$ cat src/rtl/acc_ctrl.sv
// acc_ctrl -- multi-cycle control sequencer for the 8-bit accumulator CPU.
//
// Fetches the 8-bit instruction at pc and decodes it. It then drives the
// accumulator, ALU and register-file controls for one EXEC cycle. Every
// instruction takes three cycles: FETCH, DECODE and EXEC. HLT takes two
// cycles (FETCH, DECODE) and then parks the sequencer in HALT.
//
// Ports:
//   clk       in   system clock, rising edge
//   CLB       in   asynchronous active-low reset
//   run       in   start request, only looked at in IDLE
//   instr_in  in   [7:0] instruction word at address pc
//   acc_zero  in   accumulator == 0, sampled during EXEC of JZ
//   pc        out  [7:0] program counter / instruction address
//   loadAcc   out  accumulator load strobe
//   sel_acc   out  [1:0] accumulator source: 00 ALU, 10 register, 11 immediate
//   imm       out  [3:0] immediate value (ir[3:0])
//   alu_op    out  [1:0] 00 ADD, 01 SUB, 10 AND, 11 OR
//   reg_sel   out  [3:0] register-file index (ir[3:0])
//   loadReg   out  register-file write strobe
//   halted    out  high while in HALT
//   illegal   out  sticky undefined-opcode flag
//
// Build option: define ACC_CTRL_ILLEGAL_TRAP_EN to trap undefined opcodes
// (0xA-0xE). A trapped opcode sets illegal and halts with pc left at the
// trapping instruction. Without the macro, undefined opcodes run as NOP and
// illegal is tied low.

module acc_ctrl (
  input  logic       clk,
  input  logic       CLB,
  input  logic       run,
  input  logic [7:0] instr_in,
  input  logic       acc_zero,
  output logic [7:0] pc,
  output logic       loadAcc,
  output logic [1:0] sel_acc,
  output logic [3:0] imm,
  output logic [1:0] alu_op,
  output logic [3:0] reg_sel,
  output logic       loadReg,
  output logic       halted,
  output logic       illegal
);

  typedef enum logic [2:0] {
    S_IDLE   = 3'd0,
    S_FETCH  = 3'd1,
    S_DECODE = 3'd2,
    S_EXEC   = 3'd3,
    S_HALT   = 3'd4
  } state_t;

  localparam logic [3:0] OP_NOP = 4'h0;
  localparam logic [3:0] OP_LDI = 4'h1;
  localparam logic [3:0] OP_LDR = 4'h2;
  localparam logic [3:0] OP_STR = 4'h3;
  localparam logic [3:0] OP_ADD = 4'h4;
  localparam logic [3:0] OP_SUB = 4'h5;
  localparam logic [3:0] OP_AND = 4'h6;
  localparam logic [3:0] OP_OR  = 4'h7;
  localparam logic [3:0] OP_JMP = 4'h8;
  localparam logic [3:0] OP_JZ  = 4'h9;
  localparam logic [3:0] OP_HLT = 4'hF;

  state_t     state_q, state_d;
  logic [7:0] pc_q, pc_d;
  logic [7:0] ir_q, ir_d;

  logic [3:0] op;
  logic [3:0] arg;
  logic       op_undef;

  assign op       = ir_q[7:4];
  assign arg      = ir_q[3:0];
  assign op_undef = (op >= 4'hA) && (op <= 4'hE);

`ifdef ACC_CTRL_ILLEGAL_TRAP_EN
  logic illegal_q, illegal_d;
  logic trap_now;

  assign trap_now = (state_q == S_DECODE) && op_undef;
  assign illegal  = illegal_q;
`else
  logic trap_now;

  assign trap_now = 1'b0;
  assign illegal  = 1'b0;
`endif

  // State, pc and ir registers
  always_ff @(posedge clk or negedge CLB) begin
    if (!CLB) begin
      state_q <= S_IDLE;
      pc_q    <= 8'h00;
      ir_q    <= 8'h00;
    end else begin
      state_q <= state_d;
      pc_q    <= pc_d;
      ir_q    <= ir_d;
    end
  end

`ifdef ACC_CTRL_ILLEGAL_TRAP_EN
  // illegal stays set until reset once any trap has been seen.
  always_comb begin
    illegal_d = illegal_q | trap_now;
  end

  always_ff @(posedge clk or negedge CLB) begin
    if (!CLB) begin
      illegal_q <= 1'b0;
    end else begin
      illegal_q <= illegal_d;
    end
  end
`endif

  // Next-state logic. pc is written only when EXEC ends, so it stays stable
  // through FETCH and DECODE.
  always_comb begin
    state_d = state_q;
    pc_d    = pc_q;
    ir_d    = ir_q;
    unique case (state_q)
      S_IDLE: begin
        if (run) state_d = S_FETCH;
      end
      S_FETCH: begin
        ir_d    = instr_in;
        state_d = S_DECODE;
      end
      S_DECODE: begin
        if (op == OP_HLT || trap_now) state_d = S_HALT;
        else                          state_d = S_EXEC;
      end
      S_EXEC: begin
        // acc_zero still shows the accumulator from before this edge.
        if (op == OP_JMP || (op == OP_JZ && acc_zero)) pc_d = {4'b0000, arg};
        else                                           pc_d = pc_q + 8'd1;
        state_d = S_FETCH;
      end
      S_HALT: begin
        state_d = S_HALT;
      end
      default: begin
        state_d = S_IDLE;
      end
    endcase
  end

  // Moore outputs: they depend only on the state and ir.
  always_comb begin
    loadAcc = 1'b0;
    loadReg = 1'b0;
    sel_acc = 2'b00;
    alu_op  = 2'b00;
    imm     = arg;
    reg_sel = arg;
    halted  = (state_q == S_HALT);
    if (state_q == S_EXEC) begin
      unique case (op)
        OP_LDI: begin
          loadAcc = 1'b1;
          sel_acc = 2'b11;
        end
        OP_LDR: begin
          loadAcc = 1'b1;
          sel_acc = 2'b10;
        end
        OP_STR: begin
          loadReg = 1'b1;
        end
        OP_ADD, OP_SUB, OP_AND, OP_OR: begin
          loadAcc = 1'b1;
          sel_acc = 2'b00;
          alu_op  = op[1:0];
        end
        default: begin
          // NOP, JMP, JZ and non-trapped undefined opcodes assert no strobes.
          loadAcc = 1'b0;
        end
      endcase
    end
  end

  assign pc = pc_q;

endmodule

$ cat config.mk
export PLATFORM = sky130hd
export DESIGN_NAME = acc_ctrl
export DESIGN_NICKNAME = d
export VERILOG_FILES = /design/src/rtl/acc_ctrl.sv
export SDC_FILE = /design/constraint.sdc
export NUM_CORES = 1
export LEC_CHECK = 0
export CAP_MARGIN = 20
export CORE_ASPECT_RATIO = 1.2
export CORE_MARGIN = 2
export CORE_UTILIZATION = 44
export CTS_CLUSTER_SIZE = 8
export DETAILED_ROUTE_END_ITERATION = 6
export PLACE_DENSITY_LB_ADDON = 0.12
export SETUP_SLACK_MARGIN = 0.02
export SLEW_MARGIN = 10
export SYNTH_ARGS = -nofsm -noshare
export SYNTH_HDL_FRONTEND = slang
export SYNTH_SLANG_ARGS = --single-unit
$ cat constraint.sdc
create_clock -name clk -period 1.5 [get_ports clk]
set_input_delay 0.3 -clock clk [delete_from_list [all_inputs] [get_ports clk]]
set_output_delay 0.3 -clock clk [all_outputs]
set_load 0.005 [all_outputs]
==> qor_table.md, run 1 <==
| Step | Result | This run |
|---|---|---|
| sta | Clock Skew | 0.00873 ns |
| setup path | Kind of end point of the critical path | output port |
| clock network | Clock insertion delay at the later pin of the skew report | 0.30 ns |
| cells and area | Fraction of final layout cells sized beyond drive strength 1 | 0.528 |
| run status | Result of the run | finished, violations left |
| clock network | Post-CTS Hold Fix Bufs | 0 |
| pwr | VDD IR max | 1.35 mV |
| setup path | Data arrival at the endpoint of the critical path | 1.36 ns |
| clock network | CTS buffer count | 3 |
| cells and area | Total Nets Final | 192 |
| clock network | CTS sink count | 19 |
| synthesis | Leading register cell type out of synthesis | sky130_fd_sc_hd__dfrtp_1 |
| detailed routing | # DRC | 0 |
| place | Buffers added on ports | 34 |
| clock network | CTS Root Buffer Type | sky130_fd_sc_hd__clkbuf_4 |
| place | Detailed-placement wirelength estimate | 1810 µm |
| cells and area | Count of placed standard cells in the final layout, fillers left out | 211 |
| detailed routing | Final ANT Viol Nets | 0 |
| die | Row cnt | 20 |
| detailed routing | Iter 0 DRT Violations | 19 |
| cells and area | Antenna cell count | 0 |
| pwr | Total design power | 3.92 mW |
| synthesis | Mean instance size in the synthesized netlist | 10.1 µm² |
| synthesis | Count of warnings emitted by yosys | 0 |
| die | Floorplan die width | 50.2 µm |
| global routing | Vias in the first global route | 1094 |
| run | Max-cap violations | 0 |
| sta | Post-route setup slack | -0.157 ns |
| global routing | Global-route wire length before repair | 4960 µm |
| die | Initial core utilization | 0.454 |
| die | Area of the core | 2480 µm² |
| cells and area | Post-layout util | 0.772 |
| synthesis | Library cell occupying the most area in the post-synthesis netlist | sky130_fd_sc_hd__dfrtp_1 |
| synthesis | Syn Std Cell Area | 1120 µm² |
| setup path | Worst R2R Start | ir_q[5] |
| pwr | Leakage power | 0.964 nW |
| sta | Number of failing hold endpoints at the final stage | 0 |
| clock network | TritonCTS clock tree | built |
| die | Die extent in y | 59.4 µm |
| setup path | Crit path max fanout | 3 |
| cells and area | Summed area of non-filler cells in the final layout | 1910 µm² |
| detailed routing | Average wire length per cell after detail routing | 15.5 µm |
| pwr | Sequential cell fraction of total power | 0.253 |
| synthesis | Register area share after synthesis | 0.423 |
| sta | Maximum achievable frequency | 604 MHz |
| pwr | Switch share | 0.396 |
| pwr | Power density cells | 2050 nW/µm² |
| sta | Minimum clock period after layout | 1.66 ns |
| setup path | Req. time, crit path | 1.20 ns |
| setup path | Reg-to-reg setup timing slack | -0.01 ns |
| pwr | Clock power frac | 0.068 |
| clock network | H-tree levels | 1 |
| place | Final estimated routing congestion in global placement | 0.731 |
| setup path | Destination of the worst register-to-register timing path | pc[7] |
| global routing | Number of antenna violations at the first check in global routing | 0 |
| synthesis | Syn Inst Count | 111 |
| pwr | P_int | 2.37 mW |
| setup path | Register-to-Register Path Depth | 5 |
| die | Number of top-level design ports | 36 |
| synthesis | Post-synthesis net count | 124 |
| sta | Share of the cycle needed by the critical path after routing | 1.10 |
| synthesis | Area share of the leading cell type in the synthesized netlist | 0.423 |
| synthesis | Register bit total from synthesis | 19 |
| sta | Count of pins over their slew limit | 0 |
| global routing | Remaining Overflow, GRT | 0 |
| synthesis | Post-synth cell types | 38 |
| global routing | Maximum number of pins on one net before global-route repair | 20 |
| setup path | Critical path class | register to output port |
| detailed routing | Total via count in the routed design | 1071 |
| synthesis | Ys async rst share | 1.00 |
| place | Placed cell count | 177 |
| detailed routing | Router iterations before antenna repair | 4 |
| cells and area | Area growth syn-to-layout | 70.0% |
| setup path | Type of element launching the critical path | register |
| clock network | Largest buffer count on any clock path | 2 |
| die | Area of the die | 2980 µm² |
| pwr | Proportion of power drawn by combinational gates | 0.679 |
| place | Instance area at placement | 1500 µm² |
| pwr | Net Sw Power | 1.55 mW |
| detailed routing | Mean number of vias per cell | 5.08 |
| sta | Total of endpoints with negative setup slack in the final report | 8 |
| global routing | Overall fraction of global-route tracks in use | 0.221 |
| detailed routing | Detailed Route WL | 3270 µm |
| worst hold path | Worst hold-check path type | input pin to asynchronous set/reset pin |
| clock network | Clk slew on worst S/H paths | 0.12 ns |
| run status | Violated checks | setup timing |
| synthesis | EDFF count, synth | 0 |
| synthesis | Cell types with the largest area share after synthesis | sky130_fd_sc_hd__dfrtp_1, sky130_fd_sc_hd__mux2_2, sky130_fd_sc_hd__buf_4 |
| sta | Minimum hold slack | 0.322 ns |
| sta | Unrepaired setup endpoints after global routing | yes |
[how the worst max path moves through the flow]
stage	from	endpoint	slack [ns]	cells past startpoint
2_1_floorplan	state_q[2]	loadReg	0.05	5
3_3_place_gp	state_q[2]	loadReg	-0.22	4
3_5_place_dp	state_q[2]	sel_acc[1]	-0.29	4
4_1_cts	state_q[2]	loadReg	-0.25	4
5_1_grt	state_q[2]	loadReg	-0.24	4
6_report	state_q[2]	loadReg	-0.16	4
[cells by family after synthesis]
family / share of synthesized area
AND/OR/NAND/NOR: 0.227
flip-flops: 0.423
AO/OA/AOI/OAI: 0.100
buffers and inverters: 0.109
multiplexers: 0.119
adder cells (fa/ha/maj): 0.0111
other: 0.00333
XOR/XNOR: 0.00779
[layout by cell type (no fill, tap or decap), types with 4 or more instances in the layout]
master                            instances
sky130_fd_sc_hd__buf_6                    8
sky130_fd_sc_hd__inv_1                    4
sky130_fd_sc_hd__mux2i_1                  4
sky130_fd_sc_hd__nor2_1                   6
sky130_fd_sc_hd__dlymetal6s2s_1           8
sky130_fd_sc_hd__buf_4                   32
sky130_fd_sc_hd__buf_2                    7
sky130_fd_sc_hd__clkdlybuf4s50_1         11
sky130_fd_sc_hd__nand2_1                  8
sky130_fd_sc_hd__dlygate4sd2_1            8
sky130_fd_sc_hd__dfrtp_1                 14
sky130_fd_sc_hd__mux2_4                   6
sky130_fd_sc_hd__dfrtp_2                  5
[state kept, by name, indices dropped and copies added, names as in the netlist]
| signal | cells |
|---|---|
| pc | 8 |
| ir_q | 8 |
| state_q | 3 |
[cell type report]
class / count / area [µm²]
multi-input combinational: 75 / 676
sequential: 19 / 482
tap: 33 / 41.3
timing repair buffer: 76 / 671
inverter: 4 / 15.0
clock inverter: 1 / 5.00
clock buffer: 3 / 22.5
fill: 169 / 566
[metal layers]
| layer | track usage | vias up | share of wire | wire length (µm) |
|---|---|---|---|---|
| li1 | - | 518 | - | - |
| met5 | 0 | - | 0 | 0 |
| met4 | 0.0754 | 0 | 0.012 | 38 |
| met1 | 0.258 | 526 | 0.40 | 1300 |
| met3 | 0.0253 | 4 | 0.030 | 98 |
| met2 | 0.414 | 23 | 0.56 | 1830 |
[worst max-delay path, cell delays in order, from the launching register on]
cell and delay [ns]:
sky130_fd_sc_hd__dfrtp_1 0.39, sky130_fd_sc_hd__and3b_2 0.27, sky130_fd_sc_hd__nand2_4 0.07, sky130_fd_sc_hd__nor4b_4 0.19, sky130_fd_sc_hd__buf_2 0.15
[power by group through the flow]
stage	clock [mW]	sequential (mW)	combinational [mW]
after CTS	0.277	0.984	2.33
after global routing	0.297	1.03	2.84
final	0.266	0.993	2.66
after floorplan	0	1.00	1.05
after global placement	0	1.04	1.62
after detailed placement	0	1.06	1.67
[metrics by stage]
step	setup TNS [ns]	worst slack [ns]
6_report	-0.742	-0.157
5_1_grt	-1.80	-0.244
4_1_cts	-1.07	-0.250
3_5_place_dp	-2.50	-0.295
3_3_place_gp	-2.09	-0.225
2_1_floorplan	0	0.0470
[what timing repair did]
item / 4_1_cts / 5_1_grt
gates resized for setup: 62 / 28
buffers inserted: 22 / 7
gates cloned: 1 / 0
pin swaps: 10 / 17
endpoints found under the setup margin: 34 / 27
[Yosys cell counts, types with 4 or more instances]
library cell               n
sky130_fd_sc_hd__mux2_2    7
sky130_fd_sc_hd__mux2i_1   4
sky130_fd_sc_hd__nand2_1  10
sky130_fd_sc_hd__buf_4    10
sky130_fd_sc_hd__dfrtp_1  19
sky130_fd_sc_hd__o21ai_0   4
sky130_fd_sc_hd__nor2_1    7
sky130_fd_sc_hd__a21oi_1   4
sky130_fd_sc_hd__nand3_1   4
sky130_fd_sc_hd__inv_1     4
(Power assumes the default switching activity.)
==> run 2, diff against run 1 <==
==> constraint.sdc (replaced) <==
create_clock -name clk -period 1.7 [get_ports clk]
set_input_delay 0.34 -clock clk [delete_from_list [all_inputs] [get_ports clk]]
set_output_delay 0.34 -clock clk [all_outputs]
set_load 0.005 [all_outputs]
==> qor_table.md, run 2 (synthesis gave the netlist of run 1 again) <==
| Step | Result | This run |
|---|---|---|
| clock network | TritonCTS clock tree | built |
| sta | Share of the cycle needed by the critical path after routing | 1.01 |
| setup path | Type of element launching the critical path | register |
| die | Area of the core | 2480 µm² |
| sta | Unrepaired setup endpoints after global routing | yes |
| clock network | Post-CTS Hold Fix Bufs | 0 |
| run | Max-cap violations | 0 |
| die | Row cnt | 20 |
| cells and area | Area growth syn-to-layout | 38.2% |
| die | Initial core utilization | 0.454 |
| cells and area | Total Nets Final | 163 |
| clock network | CTS sink count | 19 |
| cells and area | Antenna cell count | 0 |
| die | Number of top-level design ports | 36 |
| place | Detailed-placement wirelength estimate | 1780 µm |
| sta | Minimum clock period after layout | 1.72 ns |
| worst hold path | Worst hold-check path type | input pin to asynchronous set/reset pin |
| run status | Violated checks | setup timing |
| setup path | Destination of the worst register-to-register timing path | pc[7] |
| sta | Count of pins over their slew limit | 0 |
| sta | Total of endpoints with negative setup slack in the final report | 2 |
| pwr | VDD IR max | 0.834 mV |
| die | Area of the die | 2980 µm² |
| cells and area | Summed area of non-filler cells in the final layout | 1550 µm² |
| pwr | Power density cells | 1740 nW/µm² |
| setup path | Critical path class | register to output port |
| sta | Post-route setup slack | -0.0236 ns |
| setup path | Req. time, crit path | 1.36 ns |
| detailed routing | Mean number of vias per cell | 5.06 |
| clock network | Clk slew on worst S/H paths | 0.11 ns |
| global routing | Number of antenna violations at the first check in global routing | 0 |
| setup path | Data arrival at the endpoint of the critical path | 1.38 ns |
| clock network | Clock insertion delay at the later pin of the skew report | 0.30 ns |
| place | Final estimated routing congestion in global placement | 0.731 |
| die | Floorplan die width | 50.2 µm |
| setup path | Worst R2R Start | state_q[2] |
| pwr | Leakage power | 0.675 nW |
| pwr | Total design power | 2.70 mW |
| detailed routing | Total via count in the routed design | 921 |
| sta | Number of failing hold endpoints at the final stage | 0 |
| setup path | Reg-to-reg setup timing slack | 0.15 ns |
| die | Die extent in y | 59.4 µm |
| cells and area | Most common library cell in the layout ignoring fill and taps | sky130_fd_sc_hd__clkdlybuf4s50_1 |
| global routing | Vias in the first global route | 934 |
| cells and area | Sequential cell area | 479 µm² |
| detailed routing | Final ANT Viol Nets | 0 |
| cells and area | Fraction of final layout cells sized beyond drive strength 1 | 0.336 |
| detailed routing | Average wire length per cell after detail routing | 13.0 µm |
| detailed routing | Iter 0 DRT Violations | 19 |
| setup path | Worst setup path start | state_q[2] |
| clock network | H-tree levels | 1 |
| clock network | CTS Root Buffer Type | sky130_fd_sc_hd__clkbuf_4 |
| cells and area | Number of fillers in the final layout | 209 |
| global routing | Remaining Overflow, GRT | 0 |
| run status | Result of the run | finished, violations left |
| setup path | Crit path max fanout | 3 |
| clock network | CTS buffer count | 3 |
| global routing | Maximum number of pins on one net before global-route repair | 20 |
| setup path | Kind of end point of the critical path | output port |
| clock network | Largest buffer count on any clock path | 2 |
| sta | Minimum hold slack | 0.360 ns |
| cells and area | Area of the multi-input gates | 572 µm² |
| setup path | Register-to-Register Path Depth | 7 |
| cells and area | Post-layout util | 0.627 |
| place | Buffers added on ports | 34 |
| detailed routing | # DRC | 0 |
| detailed routing | Detailed Route WL | 2360 µm |
| cells and area | Top library cells by usage in the layout, fill and taps aside | sky130_fd_sc_hd__clkdlybuf4s50_1, sky130_fd_sc_hd__dfrtp_1, sky130_fd_sc_hd__buf_4, sky130_fd_sc_hd__nand2_1 |
| detailed routing | Router iterations before antenna repair | 4 |
| global routing | Overall fraction of global-route tracks in use | 0.179 |
| place | Instance area at placement | 1480 µm² |
| sta | Clock Skew | 0.00674 ns |
| sta | Maximum achievable frequency | 580 MHz |
| global routing | Global-route wire length before repair | 4060 µm |
-- run 2: how the worst max path moves through the flow --
stage	endpoint	cells past startpoint
6_report	loadReg	4
5_1_grt	loadReg	4
4_1_cts	loadReg	4
3_5_place_dp	loadReg	4
3_3_place_gp	loadReg	4
2_1_floorplan	loadReg	5
-- run 2: final cells by class --
class	instances	share of cell area
tap	33	0.0266
inverter	4	0.00966
timing repair buffer	48	0.271
clock buffer	4	0.0169
multi-input combinational	74	0.368
sequential	19	0.308
-- run 2: repair_timing --
| item | CTS | global route |
|---|---|---|
| resized for setup | 32 | 8 |
| setup buffers | 1 | 2 |
| setup endpoints to repair | 7 | 9 |
| gates cloned | 0 | 0 |
| pin swaps | 2 | 2 |
-- run 2: routing by layer --
metal  vias to the layer above  part of all wire  GRT usage
met5                         -                 0          0
met4                         0             0.017     0.0992
met3                         4             0.043     0.0278
met2                        21              0.53      0.331
met1                       441              0.41      0.194
li1                        455                 -          -
-- run 2: per-stage QoR --
| stage | setup WS (ns) | std cells | TNS (ns) |
|---|---|---|---|
| floorplan | 0.207 | 111 | 0 |
| global route | -0.118 | 182 | -0.345 |
| CTS | -0.0513 | 180 | -0.0942 |
| detailed placement | -0.128 | 175 | -0.322 |
| global placement | -0.0651 | 175 | -0.168 |
| finish | -0.0236 | 182 | -0.0316 |
-- run 2: worst max-delay path: stages, from the launching register on --
cell and delay [ns]:
sky130_fd_sc_hd__dfrtp_1 0.39, sky130_fd_sc_hd__and3b_2 0.27, sky130_fd_sc_hd__nand2_4 0.07, sky130_fd_sc_hd__nor4b_2 0.21, sky130_fd_sc_hd__buf_2 0.16
-- run 2: where the power goes --
part | leakage [nW] | internal [mW] | switching, mW | total (mW)
Sequential | 0.223 | 0.667 | 0.274 | 0.941
Clock | 0.0150 | 0.0913 | 0.143 | 0.234
Combinational | 0.437 | 0.901 | 0.621 | 1.52
==> run 3, diff against run 2 <==
--- a/config.mk
+++ b/config.mk
@@ -8,7 +8,7 @@
 export CAP_MARGIN = 20
 export CORE_ASPECT_RATIO = 1.2
 export CORE_MARGIN = 2
-export CORE_UTILIZATION = 44
+export CORE_UTILIZATION = 45
 export CTS_CLUSTER_SIZE = 8
 export DETAILED_ROUTE_END_ITERATION = 6
 export PLACE_DENSITY_LB_ADDON = 0.12
==> qor_table.md, run 3 (synthesis gave the netlist of run 1 again) <==
| Step | Result | This run |
|---|---|---|
| run status | Result of the run | finished, violations left |
| run status | Violated checks | setup timing |
| detailed routing | Iter 0 DRT Violations | 2 |
| place | Instance area at placement | 1470 µm² |
| pwr | P_int | 1.65 mW |
| clock network | Clock insertion delay at the later pin of the skew report | 0.29 ns |
| sta | Total of endpoints with negative setup slack in the final report | 2 |
| sta | Unrepaired setup endpoints after global routing | yes |
| global routing | Global-route wire length before repair | 3970 µm |
| sta | Share of the cycle needed by the critical path after routing | 1.02 |
| setup path | Data arrival at the endpoint of the critical path | 1.39 ns |
| setup path | Req. time, crit path | 1.36 ns |
| die | Row cnt | 19 |
| pwr | Sequential cell fraction of total power | 0.360 |
| global routing | Vias in the first global route | 909 |
| global routing | Remaining Overflow, GRT | 0 |
| pwr | Leakage power | 0.667 nW |
| detailed routing | Total via count in the routed design | 909 |
| cells and area | Area growth syn-to-layout | 38.0% |
| global routing | Number of antenna violations at the first check in global routing | 0 |
| place | Final estimated routing congestion in global placement | 0.742 |
| setup path | Type of element launching the critical path | register |
| die | Die extent in y | 58.8 µm |
| sta | Number of failing hold endpoints at the final stage | 0 |
| clock network | Clk slew on worst S/H paths | 0.10 ns |
| sta | Minimum clock period after layout | 1.73 ns |
| detailed routing | Router iterations before antenna repair | 4 |
| pwr | VDD IR max | 1.01 mV |
| detailed routing | # DRC | 0 |
| run | Max-cap violations | 0 |
| pwr | Switch share | 0.388 |
| cells and area | Number of fillers in the final layout | 212 |
| clock network | CTS buffer count | 3 |
| place | Detailed-placement wirelength estimate | 1770 µm |
| die | Number of top-level design ports | 36 |
| cells and area | Most common library cell in the layout ignoring fill and taps | sky130_fd_sc_hd__clkdlybuf4s50_1 |
| cells and area | Total Nets Final | 161 |
| clock network | CTS Root Buffer Type | sky130_fd_sc_hd__clkbuf_4 |
| sta | Clock Skew | 0.00215 ns |
| pwr | Net Sw Power | 1.04 mW |
| sta | Minimum hold slack | 0.379 ns |
| clock network | H-tree levels | 1 |
| cells and area | Post-layout util | 0.666 |
| global routing | Most used routing layer | met2 |
| die | Area of the die | 2920 µm² |
| sta | Count of pins over their slew limit | 0 |
| global routing | Overall fraction of global-route tracks in use | 0.177 |
| die | Initial core utilization | 0.483 |
| cells and area | Top library cells by usage in the layout, fill and taps aside | sky130_fd_sc_hd__clkdlybuf4s50_1, sky130_fd_sc_hd__dfrtp_1, sky130_fd_sc_hd__buf_4, sky130_fd_sc_hd__nand2_1 |
| setup path | Kind of end point of the critical path | output port |
| cells and area | Summed area of non-filler cells in the final layout | 1550 µm² |
| setup path | Crit path max fanout | 3 |
| detailed routing | Detailed Route WL | 2270 µm |
| pwr | Power density cells | 1730 nW/µm² |
| sta | Total negative slack | -0.0350 ns |
| detailed routing | Average wire length per cell after detail routing | 12.7 µm |
| global routing | M3 GR Usage | 0.0228 |
| worst hold path | Worst hold-check path type | input pin to asynchronous set/reset pin |
| place | Buffers added on ports | 34 |
| die | Area of the core | 2330 µm² |
| cells and area | Antenna cell count | 0 |
| setup path | Critical path class | register to output port |
| global routing | Maximum number of pins on one net before global-route repair | 20 |
| clock network | CTS sink count | 19 |
| detailed routing | Mean number of vias per cell | 5.11 |
| global routing | GR met1 Demand/Resource | 0.217 |
| detailed routing | Final ANT Viol Nets | 0 |
| sta | Maximum achievable frequency | 578 MHz |
| global routing | Met2 routing resource usage after global routing | 0.310 |
| clock network | Post-CTS Hold Fix Bufs | 0 |
| clock network | TritonCTS clock tree | built |
| sta | Post-route setup slack | -0.0300 ns |
| clock network | Largest buffer count on any clock path | 2 |
| cells and area | Fraction of final layout cells sized beyond drive strength 1 | 0.340 |
| die | Floorplan die width | 49.6 µm |
| pwr | Clock power frac | 0.083 |
| pwr | Proportion of power drawn by combinational gates | 0.558 |
==> run 3: final cells by class <==
class                      count  area (µm²)  area share
clock buffer                   4        26.3      0.0169
inverter                       4        15.0     0.00967
multi-input combinational     74         583       0.376
sequential                    19         484       0.312
tap                           31        38.8      0.0250
timing repair buffer          46         405       0.261
==> run 3: path summary, 6_finish.rpt <==
kind,to,depth (start not counted),startpoint,slack [ns]
worst max-delay path,loadReg,4,state_q[2],-0.03
worst min register to register,pc[7],1,pc[7],0.56
max in group asynchronous,pc[4],2,CLB,1.10
worst min-delay path,pc[3],2,CLB,0.38
min in group clk,pc[7],1,pc[7],0.56
worst max register to register,pc[7],5,ir_q[5],0.15
==> run 3: through the flow <==
stage          total power [mW]  setup WS, ns  std cells
2_1_floorplan              1.81         0.207        111
4_1_cts                    2.66       -0.0977        177
3_5_place_dp               2.34       -0.0927        172
3_3_place_gp               2.29       -0.0601        172
5_1_grt                    2.91        -0.124        178
6_report                   2.69       -0.0300        178
==> run 3: what timing repair did <==
action                                  CTS  global route
setup buffers                             1             1
resized for setup                        31            12
gates cloned                              0             0
pin swaps                                 4             3
endpoints found under the setup margin    7            11
==> run 3: critical path, stage by stage, from the launching register on <==
cell	delay (ns)
sky130_fd_sc_hd__dfrtp_1	0.38
sky130_fd_sc_hd__and3b_2	0.27
sky130_fd_sc_hd__nand2_4	0.07
sky130_fd_sc_hd__nor4b_4	0.24
sky130_fd_sc_hd__buf_2	0.15
==> run 3: power groups by stage <==
stage | clock [mW] | sequential (mW) | combinational, mW
6_report | 0.222 | 0.967 | 1.50
5_1_grt | 0.260 | 1.02 | 1.64
4_1_cts | 0.233 | 0.947 | 1.48
3_5_place_dp | 0 | 0.931 | 1.41
3_3_place_gp | 0 | 0.915 | 1.37
2_1_floorplan | 0 | 0.886 | 0.924
==> run 3: routing by layer <==
metal	vias up	share of wire
li1	455	-
met4	0	0.0093
met2	24	0.51
met5	-	0
met1	428	0.44
met3	2	0.040
